`src/rtl/reg_write_arbiter_pkg.sv`:
```
// ---------------------------------------------------------------------------
// rwarb_pkg
// Shared types and helpers for the register-file write-port arbiter.
//   rwarb_state_t : arbiter sequencer states (IDLE, CLEAR, DONE)
//   GID_W(n)      : width of a requester index, never less than 1 bit
// ---------------------------------------------------------------------------
package rwarb_pkg;

   typedef enum logic [1:0] {
      IDLE  = 2'd0,
      CLEAR = 2'd1,
      DONE  = 2'd2
   } rwarb_state_t;

   // Index width for n requesters; a single-bit index is kept even for n <= 2
   function automatic int GID_W(input int n);
      return (n <= 2) ? 1 : $clog2(n);
   endfunction

endpackage

```
`src/rtl/reg_write_arbiter_rr_pick.sv`:
```
// ---------------------------------------------------------------------------
// rr_pick
// Combinational round-robin picker: selects the first asserted valid bit at
// or after ptr, wrapping modulo N.
// Ports:
//   valid [N]    request vector
//   ptr   [GW]   starting index (must be < N)
//   grant [N]    one-hot grant (all zero when nothing is valid)
//   index [GW]   index of the granted requester
//   any          at least one requester is valid
// ---------------------------------------------------------------------------
module rr_pick
   import rwarb_pkg::*;
#(
   parameter  int N  = 2,
   localparam int GW = GID_W(N)
) (
   input  logic [N-1:0]  valid,
   input  logic [GW-1:0] ptr,
   output logic [N-1:0]  grant,
   output logic [GW-1:0] index,
   output logic          any
);

   logic [2*N-1:0] dbl_s;
   logic [2*N-1:0] rot_s;
   logic [GW:0]    sum_s;

   // Rotate the doubled vector so bit 0 is the pointer position, then take
   // the lowest set bit; scanning downward lets the lowest offset win last.
   always_comb begin
      dbl_s = {valid, valid};
      rot_s = dbl_s >> ptr;
      any   = 1'b0;
      sum_s = {(GW+1){1'b0}};
      for (int k = N - 1; k >= 0; k--) begin
         if (rot_s[k]) begin
            any   = 1'b1;
            sum_s = {1'b0, ptr} + (GW+1)'(k);
         end else begin
            sum_s = sum_s;
         end
      end
      if (sum_s >= (GW+1)'(N)) begin
         sum_s = sum_s - (GW+1)'(N);
      end else begin
         sum_s = sum_s;
      end
      index = sum_s[GW-1:0];
      if (any) begin
         grant = {{(N-1){1'b0}}, 1'b1} << index;
      end else begin
         grant = {N{1'b0}};
      end
   end

endmodule

```
`src/rtl/reg_write_arbiter.sv`:
```
// ---------------------------------------------------------------------------
// reg_write_arbiter
// Shares the single write port of a 2**D x W register file (address 0 is
// hardwired to zero) among N valid/ready requesters with round-robin grants,
// and provides a clear sequencer that writes 0 to registers 1..2**D-1.
// Optional build macro: RWARB_COLLIDE_EN adds a sticky collide_err output.
// Ports:
//   CLK, RST_N        clock; synchronous active-low reset
//   req_valid  [N]    requester has a write pending
//   req_ready  [N]    one-hot grant (combinational, 0 while RST_N=0)
//   req_addr   [N*D]  per-requester destination address
//   req_data   [N*W]  per-requester write data
//   clear_req         start clear sequence (honoured in IDLE only)
//   clear_busy        clear sequence running
//   clear_done        one-cycle pulse after the last clear write
//   rf_write_en, rf_waddr, rf_data_in   registered register-file write port
//   grant_id   [GW]   requester whose write is on rf_*; holds when idle
//   collide_err       (RWARB_COLLIDE_EN) equal nonzero addresses seen
// ---------------------------------------------------------------------------
module reg_write_arbiter
   import rwarb_pkg::*;
#(
   parameter  int W  = 8,
   parameter  int D  = 4,
   parameter  int N  = 2,
   localparam int GW = GID_W(N)
) (
   input  logic           CLK,
   input  logic           RST_N,
   input  logic [N-1:0]   req_valid,
   output logic [N-1:0]   req_ready,
   input  logic [N*D-1:0] req_addr,
   input  logic [N*W-1:0] req_data,
   input  logic           clear_req,
   output logic           clear_busy,
   output logic           clear_done,
   output logic           rf_write_en,
   output logic [D-1:0]   rf_waddr,
   output logic [W-1:0]   rf_data_in,
   output logic [GW-1:0]  grant_id
`ifdef RWARB_COLLIDE_EN
   ,
   output logic           collide_err
`endif
);

   localparam logic [D-1:0] CNT_LAST = {D{1'b1}};

   rwarb_state_t  state_r;
   rwarb_state_t  state_next_s;
   logic [D-1:0]  cnt_r;
   logic [GW-1:0] ptr_r;
   logic [GW-1:0] ptr_next_s;
   logic          clear_busy_r;
   logic          clear_done_r;
   logic          rf_write_en_r;
   logic [D-1:0]  rf_waddr_r;
   logic [W-1:0]  rf_data_in_r;
   logic [GW-1:0] grant_id_r;

   logic [N-1:0]  pick_grant_s;
   logic [GW-1:0] pick_idx_s;
   logic          pick_any_s;
   logic          accept_s;
   logic [D-1:0]  sel_addr_s;
   logic [W-1:0]  sel_data_s;

   rr_pick #(.N(N)) u_pick (
      .valid (req_valid),
      .ptr   (ptr_r),
      .grant (pick_grant_s),
      .index (pick_idx_s),
      .any   (pick_any_s)
   );

   // Handshake qualification, grant fan-out and winner payload mux
   always_comb begin
      accept_s   = RST_N && (state_r == IDLE) && !clear_req && pick_any_s;
      sel_addr_s = {D{1'b0}};
      sel_data_s = {W{1'b0}};
      if (accept_s) begin
         req_ready = pick_grant_s;
      end else begin
         req_ready = {N{1'b0}};
      end
      for (int i = 0; i < N; i++) begin
         if (pick_idx_s == GW'(i)) begin
            sel_addr_s = req_addr[i*D +: D];
            sel_data_s = req_data[i*W +: W];
         end else begin
            sel_addr_s = sel_addr_s;
         end
      end
      if (pick_idx_s == GW'(N - 1)) begin
         ptr_next_s = {GW{1'b0}};
      end else begin
         ptr_next_s = pick_idx_s + GW'(1'b1);
      end
   end

   // Sequencer next-state logic
   always_comb begin
      state_next_s = state_r;
      case (state_r)
         IDLE: begin
            if (clear_req) begin
               state_next_s = CLEAR;
            end else begin
               state_next_s = IDLE;
            end
         end
         CLEAR: begin
            if (cnt_r == CNT_LAST) begin
               state_next_s = DONE;
            end else begin
               state_next_s = CLEAR;
            end
         end
         DONE:    state_next_s = IDLE;
         default: state_next_s = IDLE;
      endcase
   end

   // Sequencer state plus status flags registered from the next state
   always_ff @(posedge CLK) begin
      if (!RST_N) begin
         state_r      <= IDLE;
         clear_busy_r <= 1'b0;
         clear_done_r <= 1'b0;
      end else begin
         state_r      <= state_next_s;
         clear_busy_r <= (state_next_s == CLEAR);
         clear_done_r <= (state_next_s == DONE);
      end
   end

   // Write-port registers, clear counter and round-robin pointer.
   // rf_waddr tracks cnt_r exactly during CLEAR, so both load together.
   always_ff @(posedge CLK) begin
      if (!RST_N) begin
         cnt_r         <= {D{1'b0}};
         ptr_r         <= {GW{1'b0}};
         rf_write_en_r <= 1'b0;
         rf_waddr_r    <= {D{1'b0}};
         rf_data_in_r  <= {W{1'b0}};
         grant_id_r    <= {GW{1'b0}};
      end else begin
         case (state_r)
            IDLE: begin
               if (clear_req) begin
                  cnt_r         <= D'(1'b1);
                  rf_write_en_r <= 1'b1;
                  rf_waddr_r    <= D'(1'b1);
                  rf_data_in_r  <= {W{1'b0}};
               end else if (accept_s) begin
                  // Address 0 is consumed but never written
                  rf_write_en_r <= (sel_addr_s != {D{1'b0}});
                  rf_waddr_r    <= sel_addr_s;
                  rf_data_in_r  <= sel_data_s;
                  ptr_r         <= ptr_next_s;
                  if (sel_addr_s != {D{1'b0}}) begin
                     grant_id_r <= pick_idx_s;
                  end else begin
                     grant_id_r <= grant_id_r;
                  end
               end else begin
                  rf_write_en_r <= 1'b0;
               end
            end
            CLEAR: begin
               if (cnt_r == CNT_LAST) begin
                  rf_write_en_r <= 1'b0;
               end else begin
                  cnt_r         <= cnt_r + D'(1'b1);
                  rf_write_en_r <= 1'b1;
                  rf_waddr_r    <= cnt_r + D'(1'b1);
                  rf_data_in_r  <= {W{1'b0}};
               end
            end
            DONE:    rf_write_en_r <= 1'b0;
            default: rf_write_en_r <= 1'b0;
         endcase
      end
   end

`ifdef RWARB_COLLIDE_EN
   logic collide_hit_s;
   logic collide_err_r;

   // Any pair of valid requesters targeting the same nonzero address
   always_comb begin
      collide_hit_s = 1'b0;
      for (int i = 0; i < N; i++) begin
         for (int j = i + 1; j < N; j++) begin
            if (req_valid[i] && req_valid[j] &&
                (req_addr[i*D +: D] == req_addr[j*D +: D]) &&
                (req_addr[i*D +: D] != {D{1'b0}})) begin
               collide_hit_s = 1'b1;
            end else begin
               collide_hit_s = collide_hit_s;
            end
         end
      end
   end

   // Sticky collision flag; entering CLEAR wipes it
   always_ff @(posedge CLK) begin
      if (!RST_N) begin
         collide_err_r <= 1'b0;
      end else if (state_r == IDLE && clear_req) begin
         collide_err_r <= 1'b0;
      end else if (state_r == IDLE && collide_hit_s) begin
         collide_err_r <= 1'b1;
      end else begin
         collide_err_r <= collide_err_r;
      end
   end

   assign collide_err = collide_err_r;
`endif

   assign clear_busy  = clear_busy_r;
   assign clear_done  = clear_done_r;
   assign rf_write_en = rf_write_en_r;
   assign rf_waddr    = rf_waddr_r;
   assign rf_data_in  = rf_data_in_r;
   assign grant_id    = grant_id_r;

endmodule

```
`config.mk`:
```
export PLATFORM = sky130hd
export DESIGN_NAME = reg_write_arbiter
export DESIGN_NICKNAME = d
export VERILOG_FILES = /design/src/rtl/reg_write_arbiter_pkg.sv /design/src/rtl/reg_write_arbiter_rr_pick.sv /design/src/rtl/reg_write_arbiter.sv
export SDC_FILE = /design/constraint.sdc
export NUM_CORES = 1
export LEC_CHECK = 0
export CORE_ASPECT_RATIO = 0.9
export CORE_MARGIN = 2
export CORE_UTILIZATION = 30
export DETAILED_ROUTE_END_ITERATION = 7
export DONT_BUFFER_PORTS = 1
export PLACE_DENSITY = 0.56
export SYNTH_ARGS = -nofsm -noshare
export SYNTH_HDL_FRONTEND = slang
export SYNTH_SLANG_ARGS = --single-unit
```
`constraint.sdc`:
```
create_clock -name CLK -period 3.8 [get_ports CLK]
set_input_delay 0.19 -clock CLK [delete_from_list [all_inputs] [get_ports CLK]]
set_output_delay 0.19 -clock CLK [all_outputs]
set_load 0.01 [all_outputs]
```
==> impl_metrics.toml, run 1 <==
[synthesis]
synth_warnings = 0
netlist.area_leader.share_pct = 37.36
syn_area_sq_um = 1232
synth_edf_count = 0
async_flop_share_pct = 0
ys_types = 40
seq_area_frac_synth_pct = 37.36
syn_area_per_cell_sq_um = 8.384
synth-main-ff-cell = "dfxtp_1"
ys_ff_latch = 23
synth_cells = 147
yosysTopAreaCell = "dfxtp_1"
synth.area.top_cells = "dfxtp_1 37%, a21oi_1 6.9%, a21boi_0 5.5%, and3_1 4.6%, o21ai_1 4.5%"
syn_nets = 177

[critical_path]
start_kind = "flip-flop"
critPathCaptureType = "output port"
critPathRequiredTime_ns = 3.61
path_class = "flip-flop to output port"
crit_start = "state_r[1]"
timing.rr.start = "ptr_r"
rr_worst_depth = 4
ff2ff_setup_slack_ns = 2.12
endpoint = "req_ready[1]"
timing.rr.end = "rf_waddr[0]"
cp.arrival_ns = 1.73
critPathMaxFanout = 14

[grt]
antenna_found_initial = 0
grt_pass1_wl_um = 4961
grt_use_total_pct = 13.31
grt_pass1_vias = 984
grt.overflow.total = 0
grt_start_max_net_pins = 28

[cells_and_area]
diodes = 0
stdcell_area_sq_um = 1275
final_cell_mix = "23 x dfxtp_1, 17 x a21oi_1, 11 x o21ai_1, 10 x nand2_1"
drive_gt1_share_pct = 7.801
final_core_util_pct = 31.72
fin_nets = 172
layout_commonest_cell = "dfxtp_1"
syn_to_final_growth_pct = 3.452

[drt]
wl_um = 3078
firstDrtPassIters = 4
route.detailed.drc = 0
ant_nets = 0
wl_per_cell_um = 16.29
via_per_inst = 5.534
vias = 1046
drtIter0Drc = 48

[status]
status = "complete, no violations"

[clocking]
cts-buffers-inserted = 3
ctsLongestPathBuffers = 2
clk_pin_slew_worst_paths_ns = 0.09
cts_setup_buffers = 0
cts_tree = "done"
clock-sinks = 23
cts_resized = 0
clkLatencyLatePin_ns = 0.27
clock-root-buffer = "clkbuf_8"
cts_htree_levels = 1
ctsHoldBuffers = 0

[floorplan]
rows = 22
start_util_pct = 30.67
die_w_um = 71.56
die_h_um = 64.81
coreArea_sq_um = 4019
dieArea_sq_um = 4637
io_pins = 47

[timing]
period_share_pct = 50.41
tns_ns = 0
maxSlewHeadroom_pct = 52.78
finalSetupViolations = 0
period_needed_ns = 1.915
hold_viol = 0
max_freq_ghz = 0.5221
tightestPinTransition_ns = 0.7030
rsz0062_at_grt = "false"
clock_skew_ns = 0.006757
hold_slack_ns = 0.03929
drv_slew = 0

[power_and_ir_drop]
power.density_nw_per_um2 = 378.7
peakVddDrop_mv = 0.1311
total_leakage_power_nw = 0.4744

[worst_hold_path]
hp-start = "RST_N"
hp-class = "input pin to flip-flop"

[place]
io_buffers = 0
dp_hpwl_um = 2255
postPlaceCellArea_sq_um = 1226
routabilityCongestion = 0.9000

[flow_run]
cap_violations = 0
==> cells by family after synthesis <==
family | share of synthesized area [%]
AOI/OAI and AO/OA | 31.07
DFF | 37.36
muxes | 1.624
adders and majority gates | 1.015
xor gates and xnor gates | 0.7108
and+or+nand+nor | 21.93
buffers and inverters | 6.294
==> registers in the layout (all words and copies together), names as in the netlist <==
| register | flops |
|---|---|
| clear_busy | 1 |
| clear_done | 1 |
| cnt_r | 4 |
| grant_id | 1 |
| ptr_r | 1 |
| rf_data_in | 8 |
| rf_waddr | 4 |
| rf_write_en | 1 |
| state_r | 2 |
==> synthesized netlist by cell type (3+ instances only) <==
cell / instances
dfxtp_1: 23
a21oi_1: 17
o21ai_1: 11
nand2_1: 10
a21boi_0: 9
and3_1: 9
nor2_1: 9
nand3_1: 8
o21ai_0: 7
buf_4: 3
clkbuf_1: 3
inv_1: 3
nand2b_1: 3
==> layer usage <==
metal / GRT usage [%] / wire length [um]
met5: 0 / 0
met4: 3.774 / 31
met3: 4.510 / 278
met2: 20.02 / 1392
met1: 18.04 / 1375
==> metrics by stage <==
stage,worst slack [ns],std cells,total power [mW]
2_1_floorplan,2.352,147,0.3240
3_3_place_gp,2.195,185,0.3261
3_5_place_dp,2.164,185,0.3279
4_1_cts,1.905,189,0.4819
5_1_grt,1.731,189,0.5031
6_report,1.885,189,0.4828
==> critical path: stages, from the launching register on <==
cell and delay, ns:
dfxtp_1 0.35, nand2b_1 0.20, nor4_4 0.55, and3_1 0.35
==> report_power, final <==
part,switching [mW],internal (mW)
registers,0.0124,0.251
clock network,0.0860,0.0743
logic,0.0353,0.0235
total,0.134,0.349
==> final cells by class <==
class | instances | area [sq um]
inverter | 3 | 11.26
sequential | 23 | 460.4
clock buffer | 3 | 41.29
multi-input combinational | 111 | 694.4
clock inverter | 1 | 7.507
tap | 48 | 60.06
fill | 432 | 2744
==> worst min-delay path by stage <==
stage	end	slack [ns]	cells past startpoint
6_report	cnt_r[0]	0.04	1
5_1_grt	cnt_r[0]	0.04	1
4_1_cts	cnt_r[0]	0.04	1
3_3_place_gp	cnt_r[0]	0.33	1
3_5_place_dp	cnt_r[0]	0.33	1
2_1_floorplan	rf_waddr[1]	0.36	2
(Power assumes the default switching activity.)
==> run 2: changes to the inputs <==
==> constraint.sdc (replaced) <==
create_clock -name CLK -period 1.9 [get_ports CLK]
set_input_delay 0.095 -clock CLK [delete_from_list [all_inputs] [get_ports CLK]]
set_output_delay 0.095 -clock CLK [all_outputs]
set_load 0.01 [all_outputs]
==> run 2 against run 1 <==
Register-to-register slack got worse by 1.8 ns. Clock power rose by 87%. Routed wire length barely moved. Cell area rose by 1.7%. Critical path depth rose by 2. Flip-flop and latch count did not move. Hold slack got worse by 0.020 ns. Global-route usage fell by 0.76 points. First-iteration DRC count did not move. Critical path type is now flip-flop to flip-flop. Critical endpoint is now cnt_r[1]. Highest routed layer unchanged.
==> impl_metrics.toml, run 2 (same netlist as run 1, synthesis figures left out) <==
[cells_and_area]
seqCellArea_sq_um = 460.4
fill_cells = 421
fin_nets = 175
largest_register_ffs = 8
syn_to_final_growth_pct = 5.177
drive_gt1_share_pct = 8.333
final_cell_mix = "23 x dfxtp_1, 17 x a21oi_1, 11 x o21ai_1, 10 x nand2_1"
layout_commonest_cell = "dfxtp_1"
multi_input_area_sq_um = 694.4
diodes = 0

[worst_hold_path]
min_path_cells = 2
hp-start = "clear_req"
holdPathEnd = "rf_waddr[2]"
hp-class = "input pin to flip-flop"

[critical_path]
worst-path-buf-inv = 0
start_kind = "flip-flop"
path_class = "flip-flop to flip-flop"
critPathSlowestCell = "dfxtp_1"
ff2ff_setup_slack_ns = 0.33
critPathMaxFanout = 6
crit_start = "cnt_r[0]"
timing.rr.start = "cnt_r[0]"
critical_path.top_delay_family = "flip-flops"
path_cells = "ha_1, a41o_1, nor2_2, mux2i_1, nor2_1"
cp.arrival_ns = 1.70
timing.rr.end = "cnt_r[1]"
rr_worst_depth = 5
cpPeakStageDelay_ns = 0.35
critPathRequiredTime_ns = 2.03
critPathCaptureType = "flip-flop"

[grt]
grt_pass1_wl_um = 4712
use_met1_pct = 17.73
grt_pass1_vias = 930
grt_start_max_net_pins = 28
antenna_found_initial = 0
use_met2_pct = 18.98
grt.overflow.total = 0
met3_usage_pct = 2.955
grt_use_total_pct = 12.55
grt-busiest-layer = "met2"

[clocking]
cts_resized = 0
cts_htree_levels = 1
clock-sinks = 23
clock-root-buffer = "clkbuf_8"
cts-buffers-inserted = 3
cts_tree = "done"
clkLatencyLatePin_ns = 0.26
clk_pin_slew_worst_paths_ns = 0.08
ctsLongestPathBuffers = 2
cts_setup_buffers = 0
ctsHoldBuffers = 1

[timing]
finalSetupViolations = 0
clock_skew_ns = 0.001376
drv_slew = 0
setup_ws_ns = 0.3304
period_share_pct = 82.61
maxSlewHeadroom_pct = 65.28
rsz0062_at_grt = "false"
tightestPinTransition_ns = 0.5203
period_needed_ns = 1.570
max_freq_ghz = 0.6371
hold_viol = 0
tns_ns = 0

[drt]
wl_um = 3081
route.detailed.drc = 0
wl_per_cell_um = 16.05
ant_nets = 0
drtIter0Drc = 48
firstDrtPassIters = 4
via_per_inst = 5.479
vias = 1052

[power_and_ir_drop]
total_leakage_power_nw = 0.4897
peakVddDrop_mv = 0.2252
power.density_nw_per_um2 = 733.9

[flow_run]
cap_violations = 0

[floorplan]
dieArea_sq_um = 4637
rows = 22
io_pins = 47
die_w_um = 71.56
coreArea_sq_um = 4019
start_util_pct = 30.67
die_h_um = 64.81

[place]
place_ws_ns = 0.3472
io_buffers = 0
routabilityCongestion = 0.8399
dp_hpwl_um = 2275

[status]
status = "complete, no violations"
## run 2: area by class of cell
class | instances | area share (%)
timing repair buffer | 3 | 1.931
multi-input combinational | 111 | 53.57
inverter | 3 | 0.8687
clock buffer | 4 | 3.475
tap | 48 | 4.633
sequential | 23 | 35.52
## run 2: metal layers
layer | up-vias | wire, um
li1 | 530 | -
met1 | 490 | 1455
met2 | 30 | 1405
met3 | 2 | 194
met4 | 0 | 25
met5 | - | 0
## run 2: report_power, final
part | switching [mW] | leakage [nW] | internal (mW)
clock network | 0.150 | 0.0228 | 0.149
registers | 0.0249 | 0.188 | 0.503
logic | 0.0730 | 0.279 | 0.0517
total | 0.248 | 0.490 | 0.704
## run 2: worst max-delay path by stage
| stage | slack [ns] | cells after the start | to |
|---|---|---|---|
| 5_1_grt | 0.22 | 5 | cnt_r[1] |
| 6_report | 0.33 | 5 | cnt_r[1] |
| 3_3_place_gp | 0.41 | 5 | cnt_r[1] |
| 3_5_place_dp | 0.35 | 5 | cnt_r[1] |
| 2_1_floorplan | 0.45 | 5 | rf_waddr[0] |
| 4_1_cts | 0.34 | 5 | cnt_r[1] |
## run 2: metrics by stage
stage	std cells	hold WS (ns)	power [mW]	instance area, sq um	util (%)
CTS	192	0.01361	0.9589	1296	32.25
detailed placement	187	0.2324	0.6594	1241	30.88
finish	192	0.01973	0.9513	1296	32.25
global placement	187	0.2393	0.6556	1241	30.88
floorplan	147	0.2650	0.6480	1232	-
global route	192	0.01157	0.9924	1296	32.25
==> run 3: changes to the inputs <==
==> constraint.sdc (replaced) <==
create_clock -name CLK -period 1.5 [get_ports CLK]
set_input_delay 0.075 -clock CLK [delete_from_list [all_inputs] [get_ports CLK]]
set_output_delay 0.075 -clock CLK [all_outputs]
set_load 0.01 [all_outputs]
==> run 3 against run 2 <==
Via count rose by 2.4%. Largest cell class unchanged. Combinational power rose by 46%. Critical path type unchanged. Die area did not move. Register-to-register slack got worse by 0.29 ns. Clock skew rose by 0.00072 ns. Highest routed layer unchanged. Hold slack improved by 0.00069 ns. Core utilization rose by 2.6 points. Worst setup slack got worse by 0.29 ns. Power rose by 29%. Final cell count rose by 4.7%.
==> impl_metrics.toml, run 3 (same netlist as run 1, synthesis figures left out) <==
[status]
status = "complete, no violations"

[cells_and_area]
fin_nets = 184
final_cell_mix = "21 x dfxtp_1, 16 x a21oi_1, 11 x o21ai_1, 10 x nand2_1"
seqCellArea_sq_um = 465.4
multi_input_area_sq_um = 713.2
fill_cells = 412
drive_gt1_share_pct = 16.99
syn_to_final_growth_pct = 13.71
largest_register_ffs = 8
diodes = 0
layout_commonest_cell = "dfxtp_1"

[timing]
drv_slew = 0
finalSetupViolations = 0
hold_slack_ns = 0.02042
clock_skew_ns = 0.002092
hold_viol = 0
rsz0062_at_grt = "true"
period_share_pct = 97.48
tightestPinTransition_ns = 0.5011
period_needed_ns = 1.462
maxSlewHeadroom_pct = 66.56
max_freq_ghz = 0.6839

[floorplan]
die_w_um = 71.56
coreArea_sq_um = 4019
die_h_um = 64.81
rows = 22
io_pins = 47
start_util_pct = 30.67
dieArea_sq_um = 4637

[critical_path]
start_kind = "flip-flop"
crit_start = "cnt_r[1]"
timing.rr.start = "cnt_r[1]"
rr_worst_depth = 5
path_class = "flip-flop to flip-flop"
critPathCaptureType = "flip-flop"
critPathMaxFanout = 6
endpoint = "cnt_r[1]"
ff2ff_setup_slack_ns = 0.04
cp.arrival_ns = 1.60
critPathRequiredTime_ns = 1.64
timing.rr.end = "cnt_r[1]"

[clocking]
clock-sinks = 23
ctsLongestPathBuffers = 2
cts_htree_levels = 1
clk_pin_slew_worst_paths_ns = 0.08
clkLatencyLatePin_ns = 0.26
cts-buffers-inserted = 3
cts_tree = "done"
clock-root-buffer = "clkbuf_8"

[drt]
via_per_inst = 5.358
wl_um = 3099
firstDrtPassIters = 4
wl_per_cell_um = 15.42
vias = 1077
wl_met2_um = 1459
met3_length_um = 180
route.detailed.drc = 0
drt-met1-wl_um = 1436
top_layer_used = "met4"
drtIter0Drc = 59
ant_nets = 0

[power_and_ir_drop]
power.switching_fraction_pct = 26.05
power_frac_comb_pct = 15.0
power.density_nw_per_um2 = 873.2
p_int_mw = 0.9048
power.switching_mw = 0.3188
p_clk_share_pct = 30.6
peakVddDrop_mv = 0.3148
totalPowerFinal_mw = 1.224
pwr-share-seq_pct = 54.4
total_leakage_power_nw = 0.5397

[worst_hold_path]
hp-class = "input pin to flip-flop"

[grt]
grt.overflow.total = 0
grt_start_max_net_pins = 28
grt_pass1_vias = 1012
antenna_found_initial = 0
grt_pass1_wl_um = 5002
grt_use_total_pct = 13.46

[place]
dp_hpwl_um = 2322
routabilityCongestion = 0.7943
io_buffers = 0

[flow_run]
cap_violations = 0
run 3: per-layer routing:
metal / GRT usage, % / vias to the layer above
met2: 21.30 / 24
met3: 2.022 / 2
li1: - / 551
met1: 18.73 / 500
met4: 4.245 / 0
met5: 0 / -
run 3: how the worst min path moves through the flow:
| stage | to | from | cells past startpoint |
|---|---|---|---|
| 2_1_floorplan | rf_waddr[1] | clear_req | 2 |
| 3_3_place_gp | cnt_r[0] | RST_N | 1 |
| 3_5_place_dp | rf_waddr[2] | RST_N | 2 |
| 4_1_cts | rf_waddr[3] | RST_N | 2 |
| 5_1_grt | rf_waddr[3] | RST_N | 2 |
| 6_report | rf_waddr[3] | RST_N | 2 |
run 3: layout make-up:
type	count	area share [%]
Tap cell	48	4.286
Clock buffer	3	2.946
Inverter	3	0.8036
Clock inverter	1	0.3571
Multi-Input combinational cell	111	50.89
Timing Repair Buffer	12	7.500
Sequential cell	23	33.21
run 3: what timing repair did:
item,4_1_cts,5_1_grt
setup endpoints to repair,2,7
hold endpoints to repair,8,0
resized for setup,4,5
pin swaps,1,0
hold buffers,3,0
setup buffers,3,0
gates cloned,0,0
run 3: critical path: stages (launching register included):
cell     delay, ns
dfxtp_1       0.33
ha_1          0.20
a41o_1        0.30
nor2_2        0.24
mux2i_1       0.22
nor2_1        0.05
run 3: stage by stage:
| stage | setup TNS (ns) | setup WS (ns) | utilization, % | cells | instance area [sq um] |
|---|---|---|---|---|---|
| 6_report | 0 | 0.03783 | 34.87 | 201 | 1401 |
| 5_1_grt | -0.09503 | -0.03633 | 34.87 | 201 | 1401 |
| 3_3_place_gp | 0 | 0.1117 | 31.82 | 192 | 1279 |
| 4_1_cts | 0 | 0.03180 | 34.65 | 202 | 1393 |
| 2_1_floorplan | 0 | 0.05161 | - | 147 | 1232 |
| 3_5_place_dp | 0 | 0.06701 | 31.82 | 192 | 1279 |
run 3: power by group through the flow:
stage / logic (mW) / clock network [mW] / registers (mW)
after global placement: 0.159 / 0 / 0.681
after global routing: 0.203 / 0.424 / 0.670
final: 0.183 / 0.375 / 0.665
after detailed placement: 0.163 / 0 / 0.681
after CTS: 0.182 / 0.395 / 0.667
after floorplan: 0.146 / 0 / 0.675
